File: src/rtl/btn_pkg.sv
// btn_pkg: shared constants, FSM state type and round-robin picker for the button event arbiter
package btn_pkg;
  localparam int NUM_BTN = 3;
  localparam int BTN_ID_W = 2;
  typedef enum logic {IDLE, PRESENT} state_t;
  function automatic logic [BTN_ID_W-1:0] rr_pick(input logic [NUM_BTN-1:0] req, input logic [BTN_ID_W-1:0] last);
    logic [BTN_ID_W-1:0] id;
    id = '0;
    for (int k = NUM_BTN; k >= 1; k--)
      if (req[(int'(last) + k) % NUM_BTN]) id = BTN_ID_W'((int'(last) + k) % NUM_BTN);
    return id;
  endfunction
endpackage

File: src/rtl/btn_repeat_timer.sv
// btn_repeat_timer: pulses once after HOLD_CYCLES of level high, then every REPEAT_CYCLES
//   clk, reset (async active-low), level (button level in), fire (synthetic rise out)
module btn_repeat_timer #(
  parameter int HOLD_CYCLES = 50000000,
  parameter int REPEAT_CYCLES = 10000000
) (
  input  logic clk,
  input  logic reset,
  input  logic level,
  output logic fire
);
  localparam int MAX_C = HOLD_CYCLES > REPEAT_CYCLES ? HOLD_CYCLES : REPEAT_CYCLES;
  localparam int W = $clog2(MAX_C + 1);
  logic [W-1:0] cnt;
  logic rep;
  // cnt equals the number of earlier cycles spent high since the last pulse (or since the press)
  assign fire = level & (cnt == (rep ? W'(REPEAT_CYCLES) : W'(HOLD_CYCLES)));
  always_ff @(posedge clk or negedge reset)
    if (!reset) begin
      cnt <= '0;
      rep <= 1'b0;
    end else begin
      cnt <= !level ? '0 : fire ? W'(1) : cnt + W'(1);
      rep <= level & (rep | fire);
    end
endmodule

File: src/rtl/btn_event_arbiter.sv
// btn_event_arbiter: edge-detects three buttons and presents their events one at a time, round-robin
//   clk, reset (async active-low), db[2:0] debounced levels, evt_ready consumer accept
//   evt_valid/evt_id presented event, pending[2:0] queued events, overrun[2:0] sticky lost-event flags
//   BTN_AUTOREPEAT_EN: adds per-button auto-repeat via btn_repeat_timer
module btn_event_arbiter import btn_pkg::*; #(
  parameter int HOLD_CYCLES = 50000000,
  parameter int REPEAT_CYCLES = 10000000
) (
  input  logic                clk,
  input  logic                reset,
  input  logic [NUM_BTN-1:0]  db,
  input  logic                evt_ready,
  output logic                evt_valid,
  output logic [BTN_ID_W-1:0] evt_id,
  output logic [NUM_BTN-1:0]  pending,
  output logic [NUM_BTN-1:0]  overrun
);
  state_t state;
  logic [NUM_BTN-1:0] db_q, rise, grant;
  logic [BTN_ID_W-1:0] last_grant, pick;
`ifdef BTN_AUTOREPEAT_EN
  logic [NUM_BTN-1:0] syn;
  for (genvar i = 0; i < NUM_BTN; i++) begin : g_tmr
    btn_repeat_timer #(.HOLD_CYCLES(HOLD_CYCLES), .REPEAT_CYCLES(REPEAT_CYCLES)) u_tmr (
      .clk(clk), .reset(reset), .level(db[i]), .fire(syn[i])
    );
  end
  assign rise = (db & ~db_q) | syn;
`else
  assign rise = db & ~db_q;
`endif
  assign pick = rr_pick(pending, last_grant);
  assign grant = (state == IDLE && |pending) ? NUM_BTN'(1) << pick : '0;
  // a rise on the bit being granted re-arms it as a fresh event instead of counting as lost
  always_ff @(posedge clk or negedge reset)
    if (!reset) begin
      state <= IDLE;
      db_q <= '0;
      pending <= '0;
      overrun <= '0;
      evt_valid <= 1'b0;
      evt_id <= '0;
      last_grant <= BTN_ID_W'(NUM_BTN - 1);
    end else begin
      db_q <= db;
      pending <= (pending & ~grant) | rise;
      overrun <= overrun | (rise & pending & ~grant);
      if (state == IDLE) begin
        if (|pending) begin
          state <= PRESENT;
          evt_valid <= 1'b1;
          evt_id <= pick;
        end
      end else if (evt_ready) begin
        state <= IDLE;
        evt_valid <= 1'b0;
        last_grant <= evt_id;
      end
    end
endmodule

File: config.mk
export PLATFORM = sky130hd
export DESIGN_NAME = btn_event_arbiter
export DESIGN_NICKNAME = d
export VERILOG_FILES = /design/src/rtl/btn_pkg.sv /design/src/rtl/btn_repeat_timer.sv /design/src/rtl/btn_event_arbiter.sv
export SDC_FILE = /design/constraint.sdc
export NUM_CORES = 1
export LEC_CHECK = 0
export ABC_AREA = 1
export CORE_MARGIN = 2
export CORE_UTILIZATION = 52
export DETAILED_ROUTE_END_ITERATION = 8
export GPL_ROUTABILITY_DRIVEN = 1
export GPL_TIMING_DRIVEN = 0
export PLACE_DENSITY = 0.8
export SYNTH_ARGS = -nofsm -noshare
export SYNTH_HDL_FRONTEND = slang
export SYNTH_HIERARCHICAL = 1
export SYNTH_SLANG_ARGS = --single-unit
File: constraint.sdc
create_clock -name clk -period 2.51 [get_ports clk]
set_input_delay 0.3765 -clock clk [delete_from_list [all_inputs] [get_ports clk]]
set_output_delay 0.3765 -clock clk [all_outputs]
set_load 0.02 [all_outputs]
======== After elaboration in Yosys (flattened, before gate mapping) ========
Index checks and enable logic that the tools add are counted.
operators by class
  multipliers ............................. 0
  div/mod/pow operators ................... 3
  shift operators ......................... 1
  bitwise gates (word level) .............. 9
  order comparisons ....................... 3
  $add $sub $neg .......................... 3
  equal/unequal tests ..................... 1
  reduce and logical (&&, ||, !) cells .... 6
  multiplexer cells ....................... 19
operators by type and width
  kind                                                                   count
  32-bit by 4-bit < comparator with 1-bit output, second input constant  3
  32-bit by 3-bit modulo with 32-bit output, second input constant       3
  3-bit AND                                                              4
  1-bit two-way mux                                                      12
  2-bit by 2-bit adder with 3-bit output, second input constant          2
  1-bit binary-select mux with 2-bit select                              3
  2-bit two-way mux                                                      3
  3-bit inverter                                                         2
  3-bit OR                                                               2
  2-bit AND reduction                                                    3
  2-bit by 1-bit adder with 3-bit output, second input constant          1
  3-bit two-way mux                                                      1
  3-bit OR reduction                                                     1
  1-bit by 2-bit left shift with 3-bit output, first input constant      1
  2-bit != test, second input constant                                   1
  2-bit nonzero test                                                     1
  1-bit logical AND                                                      1
  1-bit inverter                                                         1
word-level totals
  RAM bits ................................ 0
  bits of input ports ..................... 6
  memories ................................ 0
  output and inout port bits .............. 9
  register bits after elaboration ......... 15
  ROM bits ................................ 0
  latch bits .............................. 0
  logic and storage cells ................. 52

======== Depth between registers and ports, before layout ========
Gate-level depths: netlist of the first run.
  word-level depth ........................ 13
  mapped depth ............................ 12

======== Worst setup path after synthesis of the first run ========
Ideal clock, no wire load.
  path type ............................... flip-flop to flip-flop
  from .................................... register last_grant[1]
  to ...................................... register pending[1]
  arrival ................................. 1.436 ns
  data required time ...................... 2.389 ns
  clock period less this slack ............ 1.557 ns
  setup slack ............................. 0.953 ns
  stages on the path, launching flop included .. 10
  cell sequence ........................... dfstp_2 > ha_1 > inv_2 > nand2_1 > nand2_1 > a21oi_1 > a21oi_2 > nand2_1 > nand2_1 > o21ai_1
between the ends
  longest elaborated chain between the ends .. 13
ends and longest elaborated chain
  item                                                  RTL line                 source
  from (decl)                                           btn_event_arbiter.sv:20  logic [BTN_ID_W-1:0] last_grant, pick;
  from (signal assigned)                                btn_event_arbiter.sv:43  last_grant <= BTN_ID_W'(NUM_BTN - 1);
  from (signal assigned)                                btn_event_arbiter.sv:57  last_grant <= evt_id;
  2-bit by 2-bit adder with 3-bit output                btn_pkg.sv:10            if (req[(int'(last) + k) % NUM_BTN]) id = BTN_ID_W'((int'(last) + k) % NUM_BTN);
  32-bit by 3-bit modulo with 32-bit output             btn_pkg.sv:10
  1-bit binary-select mux with 2-bit select             btn_pkg.sv:10
  1-bit two-way mux (implied by the code) (2 in a row)  btn_pkg.sv:10
  2-bit two-way mux (2 in a row)                        btn_pkg.sv:10
  2-bit two-way mux *                                   btn_pkg.sv:10
  1-bit by 2-bit left shift with 3-bit output *         btn_event_arbiter.sv:33  assign grant = (state == IDLE && |pending) ? NUM_BTN'(1) << pick : '0;
  3-bit two-way mux *                                   btn_event_arbiter.sv:33
  3-bit inverter *                                      btn_event_arbiter.sv:46  pending <= (pending & ~grant) | rise;
  3-bit AND *                                           btn_event_arbiter.sv:46
  3-bit OR *                                            btn_event_arbiter.sv:46
  to (signal assigned)                                  btn_event_arbiter.sv:46
  to (decl)                                             btn_event_arbiter.sv:15  output logic [NUM_BTN-1:0] pending,
Mark *: on every way between the ends. The rest lies on a longest branch, timed or not. The select of a mux whose other input is x is not followed.
A chain may end at the register's enable or synchronous reset.

======== Worst setup path after layout of the first run ========
  from .................................... register pending[2]
  to ...................................... output port pending[2]
No word-level cell between the ends.

==> results of run 1 <==
## through the flow
stage	area, µm²	cells
finish	955	127
global route	955	127
CTS	955	127
detailed placement	928	123
global placement	928	123
floorplan	769	94
## power groups by stage
| stage | combinational, W | clock [W] | sequential (W) |
|---|---|---|---|
| after floorplan | 0.000345 | 0 | 0.000395 |
| after global placement | 0.000523 | 0 | 0.000360 |
| after detailed placement | 0.000546 | 0 | 0.000361 |
| after CTS | 0.000547 | 0.000134 | 0.000357 |
| after global routing | 0.000611 | 0.000147 | 0.000366 |
| final | 0.000546 | 0.000128 | 0.000358 |
## synthesized netlist by cell type
library cell,number,area share
nand2_2,2,0.016
nand3_2,1,0.013
a21oi_1,1,0.0065
o21a_1,2,0.020
o21ai_1,3,0.020
inv_1,18,0.088
o21ai_0,4,0.026
a21oi_2,1,0.011
o21ai_2,1,0.011
a21oi_4,1,0.021
ha_1,4,0.065
nor2_1,5,0.024
nand3_1,7,0.046
dfrtp_1,14,0.46
nand2_1,26,0.13
nor3_1,1,0.0065
inv_2,2,0.0098
dfstp_2,1,0.034
## state kept, by name, summed over array words and instances, names as in the netlist
| signal | flops |
|---|---|
| pending | 3 |
| evt_id | 2 |
| overrun | 3 |
| evt_valid | 1 |
| state | 1 |
| db_q | 3 |
| last_grant | 2 |
## worst register-to-register path, cell delays in order, from the launching register on
cell and delay [ps]:
dfstp_2 560, ha_1 260, nand2_1 80, nor2_1 60, nor2_1 110, nand3_1 100
a21oi_2 200, nand2_1 120, nand2_1 70, o21ai_1 60
## worst paths after layout
| check | start | end | slack (ps) | cells past startpoint |
|---|---|---|---|---|
| worst min register to register | db_q[1]$_DFF_PN0_ | pending[1]$_DFF_PN0_ | 440 | 1 |
| worst max-delay path | pending[2]$_DFF_PN0_ | pending[2] | 750 | 1 |
| worst max register to register | last_grant[1]$_DFFE_PN1P_ | pending[1]$_DFF_PN0_ | 790 | 9 |
| max in group asynchronous | reset | overrun[0]$_DFF_PN0_ | 1600 | 1 |
| min in group asynchronous | reset | evt_valid$_DFFE_PN0P_ | 500 | 1 |
| worst min-delay path | db_q[1]$_DFF_PN0_ | pending[1]$_DFF_PN0_ | 440 | 1 |
## area by class of cell
cell class | instances | area share
tap | 15 | 0.0197
sequential | 15 | 0.394
multi-input combinational | 59 | 0.333
inverter | 20 | 0.0786
clock buffer | 4 | 0.0275
timing repair buffer | 14 | 0.147
## cell families after synthesis
group	synth area share
and+or+nand+nor	0.233
buffers and inverters	0.0976
DFF	0.489
AOI/OAI and AO/OA	0.115
adders and majority gates	0.0650
## layout by cell type (no fill, tap or decap)
cell	n
nand2_2	2
nand2_1	26
o21ai_2	1
clkbuf_4	3
a21oi_4	1
nor2_1	5
clkdlybuf4s50_1	14
dfrtp_1	14
inv_2	2
clkbuf_1	1
nor3_1	1
o21a_1	2
nand3_1	7
inv_1	18
dfstp_2	1
a21oi_1	1
o21ai_1	3
a21oi_2	1
o21ai_0	4
nand3_2	1
ha_1	4
## per-layer routing
metal	up-vias	routed length (µm)	part of all wire	track usage
li1	327	-	-	-
met1	277	632	0.48	0.206
met2	5	668	0.50	0.289
met3	2	19	0.014	0.0259
met4	0	6	0.0045	0.0563
met5	-	0	0	0
==> reports/summary.log, run 1 <==
INFO  clock_network  cts.repair.resized=0
INFO  global_route   grtUsageTotal=0.166
INFO  timing         rsz0062_at_grt=no
INFO  clock_network  cts_inserted_buffers=3
INFO  global_route   grt_first_pass_wirelength=2300µm
INFO  setup_path     cpLargestDelayFamily=buffers and inverters
INFO  logic_synthesis sequential_share_of_the_synthesized_area=0.489
INFO  logic_synthesis yosysWarnings=6
INFO  cells_and_area antenna-diode-count=0
INFO  clock_network  cts_tree=done
INFO  drt            detailroute.via_count=611
INFO  logic_synthesis synth.net_count=104
INFO  die            dieWidth=42.5µm
INFO  cells_and_area combined_area_of_the_multi_input_logic_cells=318µm²
INFO  timing         drv_slew=0
INFO  clock_network  htree_levels=1
INFO  timing         final_min_period_over_clock_period=0.703
INFO  power          power.switching=0.000458W
INFO  timing         post-route-min-period=1760ps
INFO  setup_path     crit_fanout=7
INFO  place          hpwlAfterDp=1100µm
INFO  drt            drt_iter0_markers=17
INFO  setup_path     cp_cell_sequence=clkdlybuf4s50_1
INFO  die            initial_utilization=0.577
INFO  clock_network  clock_sink_count=15
INFO  timing         worst_hold_slack=438ps
INFO  setup_path     cp.buffers_inverters=1
INFO  clock_network  worstSkewPairLatency=270ps
INFO  global_route   pin_count_of_the_biggest_net_entering_global_routing=16
INFO  place          number_of_port_buffers=14
INFO  drt            total_iterations_of_the_first_detailed_routing_run=4
INFO  cells_and_area regArea=377µm²
INFO  setup_path     worst-endpoint-required=2130ps
INFO  global_route   overflow_left_after_global_routing=0
INFO  drt            wl=1330µm
INFO  cells_and_area synthToLayoutAreaGrowth=24.1%
INFO  worst_hold_path hold_class=reg2reg
INFO  power          power_frac_clock=0.124
INFO  logic_synthesis number_of_distinct_library_cells_after_synthesis=18
INFO  global_route   grt_antenna_before_repair=0
INFO  clock_network  clk_pin_slew=80ps
INFO  die            placeableCoreArea=0.00133mm²
INFO  timing         timing.setup.tns=0ps
INFO  flow_run       timing.max_cap.violations=0
INFO  cells_and_area final_util=0.716
INFO  power          p_int=0.000575W
INFO  timing         worst_pin_slew=639ps
INFO  drt            viasPerCell=4.81
INFO  power          worst_ir_drop_vdd=0.562mV
INFO  clock_network  post_cts_buffers=0
INFO  setup_path     cpPeakStageDelay=650ps
INFO  clock_network  cts-hold-fix-buffers=0
INFO  setup_path     endpoint_kind=primary output
INFO  place          place_congestion=0.797
INFO  logic_synthesis syn-instance-count=94
INFO  drt            post-route-drc-count=0
INFO  logic_synthesis syn_avg_cell_area=8.19µm²
INFO  setup_path     startpoint_type=flip-flop
INFO  timing         maxClockFrequency=0.567GHz
INFO  cells_and_area num-fill-cells=105
INFO  clock_network  cts-root-buf=clkbuf_4
INFO  timing         hold_viol_final=0
INFO  logic_synthesis postSynthRegisterBits=15
INFO  die            design.portCount=15
INFO  timing         fin_ws=746ps
INFO  cells_and_area drive_above_1_share=0.107
INFO  cells_and_area finish.net_count=123
INFO  timing         setup_viol=0
INFO  timing         fin_worst_skew=0.598ps
INFO  power          power_density=1080mW/mm²
INFO  power          seqPwrFrac=0.346
INFO  power          power.static_leakage=0.493nW
INFO  drt            wire_per_inst=10.4µm
INFO  global_route   grt_pass1_vias=565
INFO  die            placement_rows=13
INFO  logic_synthesis syn_area=769µm²
INFO  setup_path     cpMaxStageDelayCell=clkdlybuf4s50_1
INFO  status         run_status=finished clean
INFO  power          total_power=0.00103W
INFO  timing         max-slew-margin-rel=0.573
INFO  setup_path     cp_data_arrival_time=1390ps
INFO  power          combinationalPowerShare=0.529
INFO  clock_network  maximum_number_of_buffers_from_clock_root_to_sink=2
INFO  die            die_area=0.00180mm²
INFO  die            floorplan.die.height=42.5µm
INFO  setup_path     ws_path_type=reg2out
INFO  power          swShare=0.443
INFO  place          dpl_worst_slack=803ps
INFO  drt            antenna_left=0
Note: power is estimated with default switching activity, not from simulation.
==> run 2: changes to the inputs <==
- CORE_UTILIZATION: 52 -> 49
- PLACE_DENSITY: 0.8 -> 0.76
- clock period: 2.51 -> 1.7 ns (I/O delays scaled with it)
==> run 2 against run 1 <==
Sequential share of layout area is 3.1 points lower. Critical path depth rose by 7. Sequential cell count is the same. Clock power is 52% higher. Critical path type is now reg2reg. Largest power group unchanged.
==> reports/summary.log, run 2 (synthesis gave the netlist of run 1 again) <==
INFO  die            design.portCount=15 [unchanged]
INFO  clock_network  cts_inserted_buffers=3 [unchanged]
INFO  timing         rsz0062_at_grt=yes [was no]
INFO  timing         worst_pin_slew=631ps [was 639 ps]
INFO  clock_network  clock_sink_count=15 [unchanged]
INFO  cells_and_area synthToLayoutAreaGrowth=35.1% [was 24.1%]
INFO  clock_network  maximum_number_of_buffers_from_clock_root_to_sink=2 [unchanged]
INFO  die            placeableCoreArea=0.00149mm² [was 0.00133 mm²]
INFO  clock_network  cts-hold-fix-buffers=0 [unchanged]
INFO  setup_path     ws_path_type=reg2reg [was reg2out]
INFO  drt            wl=1470µm [was 1330 µm]
INFO  setup_path     crit_fanout=4 [was 7]
INFO  power          power_density=1720mW/mm² [was 1080 mW/mm²]
INFO  power          worst_ir_drop_vdd=0.814mV [was 0.562 mV]
INFO  timing         hold_viol_final=0 [unchanged]
INFO  timing         drv_slew=0 [unchanged]
INFO  global_route   grt_first_pass_wirelength=2370µm [was 2300 µm]
INFO  cells_and_area num-fill-cells=124 [was 105]
INFO  cells_and_area finish.net_count=126 [was 123]
INFO  cells_and_area leading_cell_type_in_the_layout_fill_and_taps_excluded=nand2_1 [unchanged]
INFO  global_route   pin_count_of_the_biggest_net_entering_global_routing=16 [unchanged]
INFO  power          total_power=0.00179W [was 0.00103 W]
INFO  cells_and_area biggestRegsByFlops=db_q: 3 flops, overrun: 3 flops, pending: 3 flops [unchanged]
INFO  worst_hold_path hold_class=in2async [was reg2reg]
INFO  timing         timing.setup.tns=0ps [unchanged]
INFO  die            placement_rows=14 [was 13]
INFO  drt            drt_iter0_markers=2 [was 17]
INFO  clock_network  worstSkewPairLatency=280ps [was 270 ps]
INFO  place          place_congestion=0.825 [was 0.797]
INFO  timing         fin_worst_skew=4.10ps [was 0.598 ps]
INFO  place          hpwlAfterDp=1100µm [about the same]
INFO  die            die_area=0.00190mm² [was 0.00180 mm²]
INFO  cells_and_area layout_common_cells=nand2_1, inv_1, clkdlybuf4s50_1 [was nand2_1, inv_1, dfrtp_1, clkdlybuf4s50_1, nand3_1]
INFO  clock_network  clk_pin_slew=90ps [was 80 ps]
INFO  die            dieWidth=43.6µm [was 42.5 µm]
INFO  timing         final_min_period_over_clock_period=0.979
INFO  drt            wire_per_inst=11.2µm [was 10.4 µm]
INFO  place          number_of_port_buffers=14 [unchanged]
INFO  drt            viasPerCell=5.00 [was 4.81]
INFO  timing         maxClockFrequency=0.601GHz
INFO  cells_and_area final_util=0.698 [was 0.716]
INFO  place          placed_instances=124 [was 123]
INFO  cells_and_area final_cell_count_no_fill=131 [was 127]
INFO  die            floorplan.die.height=43.6µm [was 42.5 µm]
INFO  setup_path     endpoint_kind=flip-flop [was primary output]
INFO  timing         worst_hold_slack=360ps [was 438 ps]
INFO  status         run_status=finished clean [unchanged]
INFO  global_route   grt_antenna_before_repair=0 [unchanged]
INFO  timing         max-slew-margin-rel=0.578 [was 0.573]
INFO  drt            post-route-drc-count=0 [unchanged]
INFO  drt            detailroute.via_count=655 [was 611]
INFO  timing         setup_viol=0 [unchanged]
INFO  setup_path     register_to_register_path_setup_slack=40ps [was 790 ps]
INFO  clock_network  cts_tree=done [unchanged]
INFO  power          power.static_leakage=0.513nW [was 0.493 nW]
INFO  cells_and_area drive_above_1_share=0.278 [was 0.107]
INFO  cells_and_area antenna-diode-count=0 [unchanged]
INFO  global_route   grtUsageTotal=0.173 [was 0.166]
INFO  drt            total_iterations_of_the_first_detailed_routing_run=4 [unchanged]
INFO  flow_run       timing.max_cap.violations=0 [unchanged]
INFO  clock_network  htree_levels=1 [unchanged]
INFO  global_route   overflow_left_after_global_routing=0 [unchanged]
INFO  setup_path     startpoint_type=flip-flop [unchanged]
INFO  drt            antenna_left=0 [unchanged]
INFO  die            initial_utilization=0.517 [was 0.577]
INFO  setup_path     cp_data_arrival_time=1840ps [was 1390 ps]
INFO  timing         post-route-min-period=1660ps
INFO  clock_network  cts-root-buf=clkbuf_4 [unchanged]
INFO  setup_path     worst-endpoint-required=1880ps [was 2130 ps]
INFO  global_route   grt_pass1_vias=594 [was 565]
run 2: cell type report:
| class | instances | area (µm²) | area share |
|---|---|---|---|
| clock inverters | 1 | 5.00 | 0.00481 |
| repair buffers | 17 | 163 | 0.156 |
| well taps | 16 | 20.0 | 0.0193 |
| multi-input cells | 59 | 374 | 0.360 |
| inverters | 20 | 77.6 | 0.0746 |
| flip-flops and latches | 15 | 378 | 0.363 |
| clock buffers | 3 | 22.5 | 0.0217 |
run 2: layer usage:
layer | vias up | track usage | part of all wire
li1 | 333 | - | -
met5 | - | 0 | 0
met4 | 0 | 0.127 | 0.022
met1 | 309 | 0.211 | 0.43
met2 | 9 | 0.276 | 0.52
met3 | 4 | 0.0250 | 0.019
run 2: path summary, 6_finish.rpt:
| check | startpoint | to | cells past startpoint |
|---|---|---|---|
| min in group clk | db[1] | db_q[1]$_DFF_PN0_ | 1 |
| max in group asynchronous | reset | pending[2]$_DFF_PN0_ | 1 |
| hold reg to reg | db_q[2]$_DFF_PN0_ | pending[2]$_DFF_PN0_ | 1 |
| setup reg to reg | last_grant[1]$_DFFE_PN1P_ | pending[0]$_DFF_PN0_ | 8 |
| setup / recovery | last_grant[1]$_DFFE_PN1P_ | pending[0]$_DFF_PN0_ | 8 |
| hold / removal | reset | pending[0]$_DFF_PN0_ | 1 |
run 2: stage by stage:
| stage | setup WS [ps] | instance area [µm²] |
|---|---|---|
| 2_1_floorplan | 143 | 769 |
| 3_3_place_gp | 24.8 | 930 |
| 3_5_place_dp | -38.3 | 930 |
| 4_1_cts | 13.5 | 987 |
| 5_1_grt | -52.8 | 1040 |
| 6_report | 35.5 | 1040 |
run 2: report_power, final:
| part | leakage [nW] | switching, W | total (W) | internal [W] |
|---|---|---|---|---|
| registers | 0.163 | 0.0000921 | 0.000536 | 0.000444 |
| clock network | 0.0177 | 0.000108 | 0.000195 | 0.0000873 |
| logic | 0.332 | 0.000608 | 0.00106 | 0.000454 |
| total | 0.513 | 0.000808 | 0.00179 | 0.000985 |
run 2: critical path, cell delays in order, from the launching register on:
cell     delay, ps
dfstp_2        590
ha_4           230
nand2_1         80
nand2_2         70
a21oi_1        160
a21oi_2        100
buf_4          150
o21ai_2        130
nand2_1         60
run 2: what timing repair did:
item	4_1_cts	5_1_grt
resized for setup	2	16
pin swaps	1	3
endpoints found under the setup margin	2	8
setup buffers	2	1
==> run 3: changes to the inputs <==
- GPL_ROUTABILITY_DRIVEN: 1 -> not set
==> results of run 3 <==
No change in the layout: final DEF, timing and power equal those of run 2.
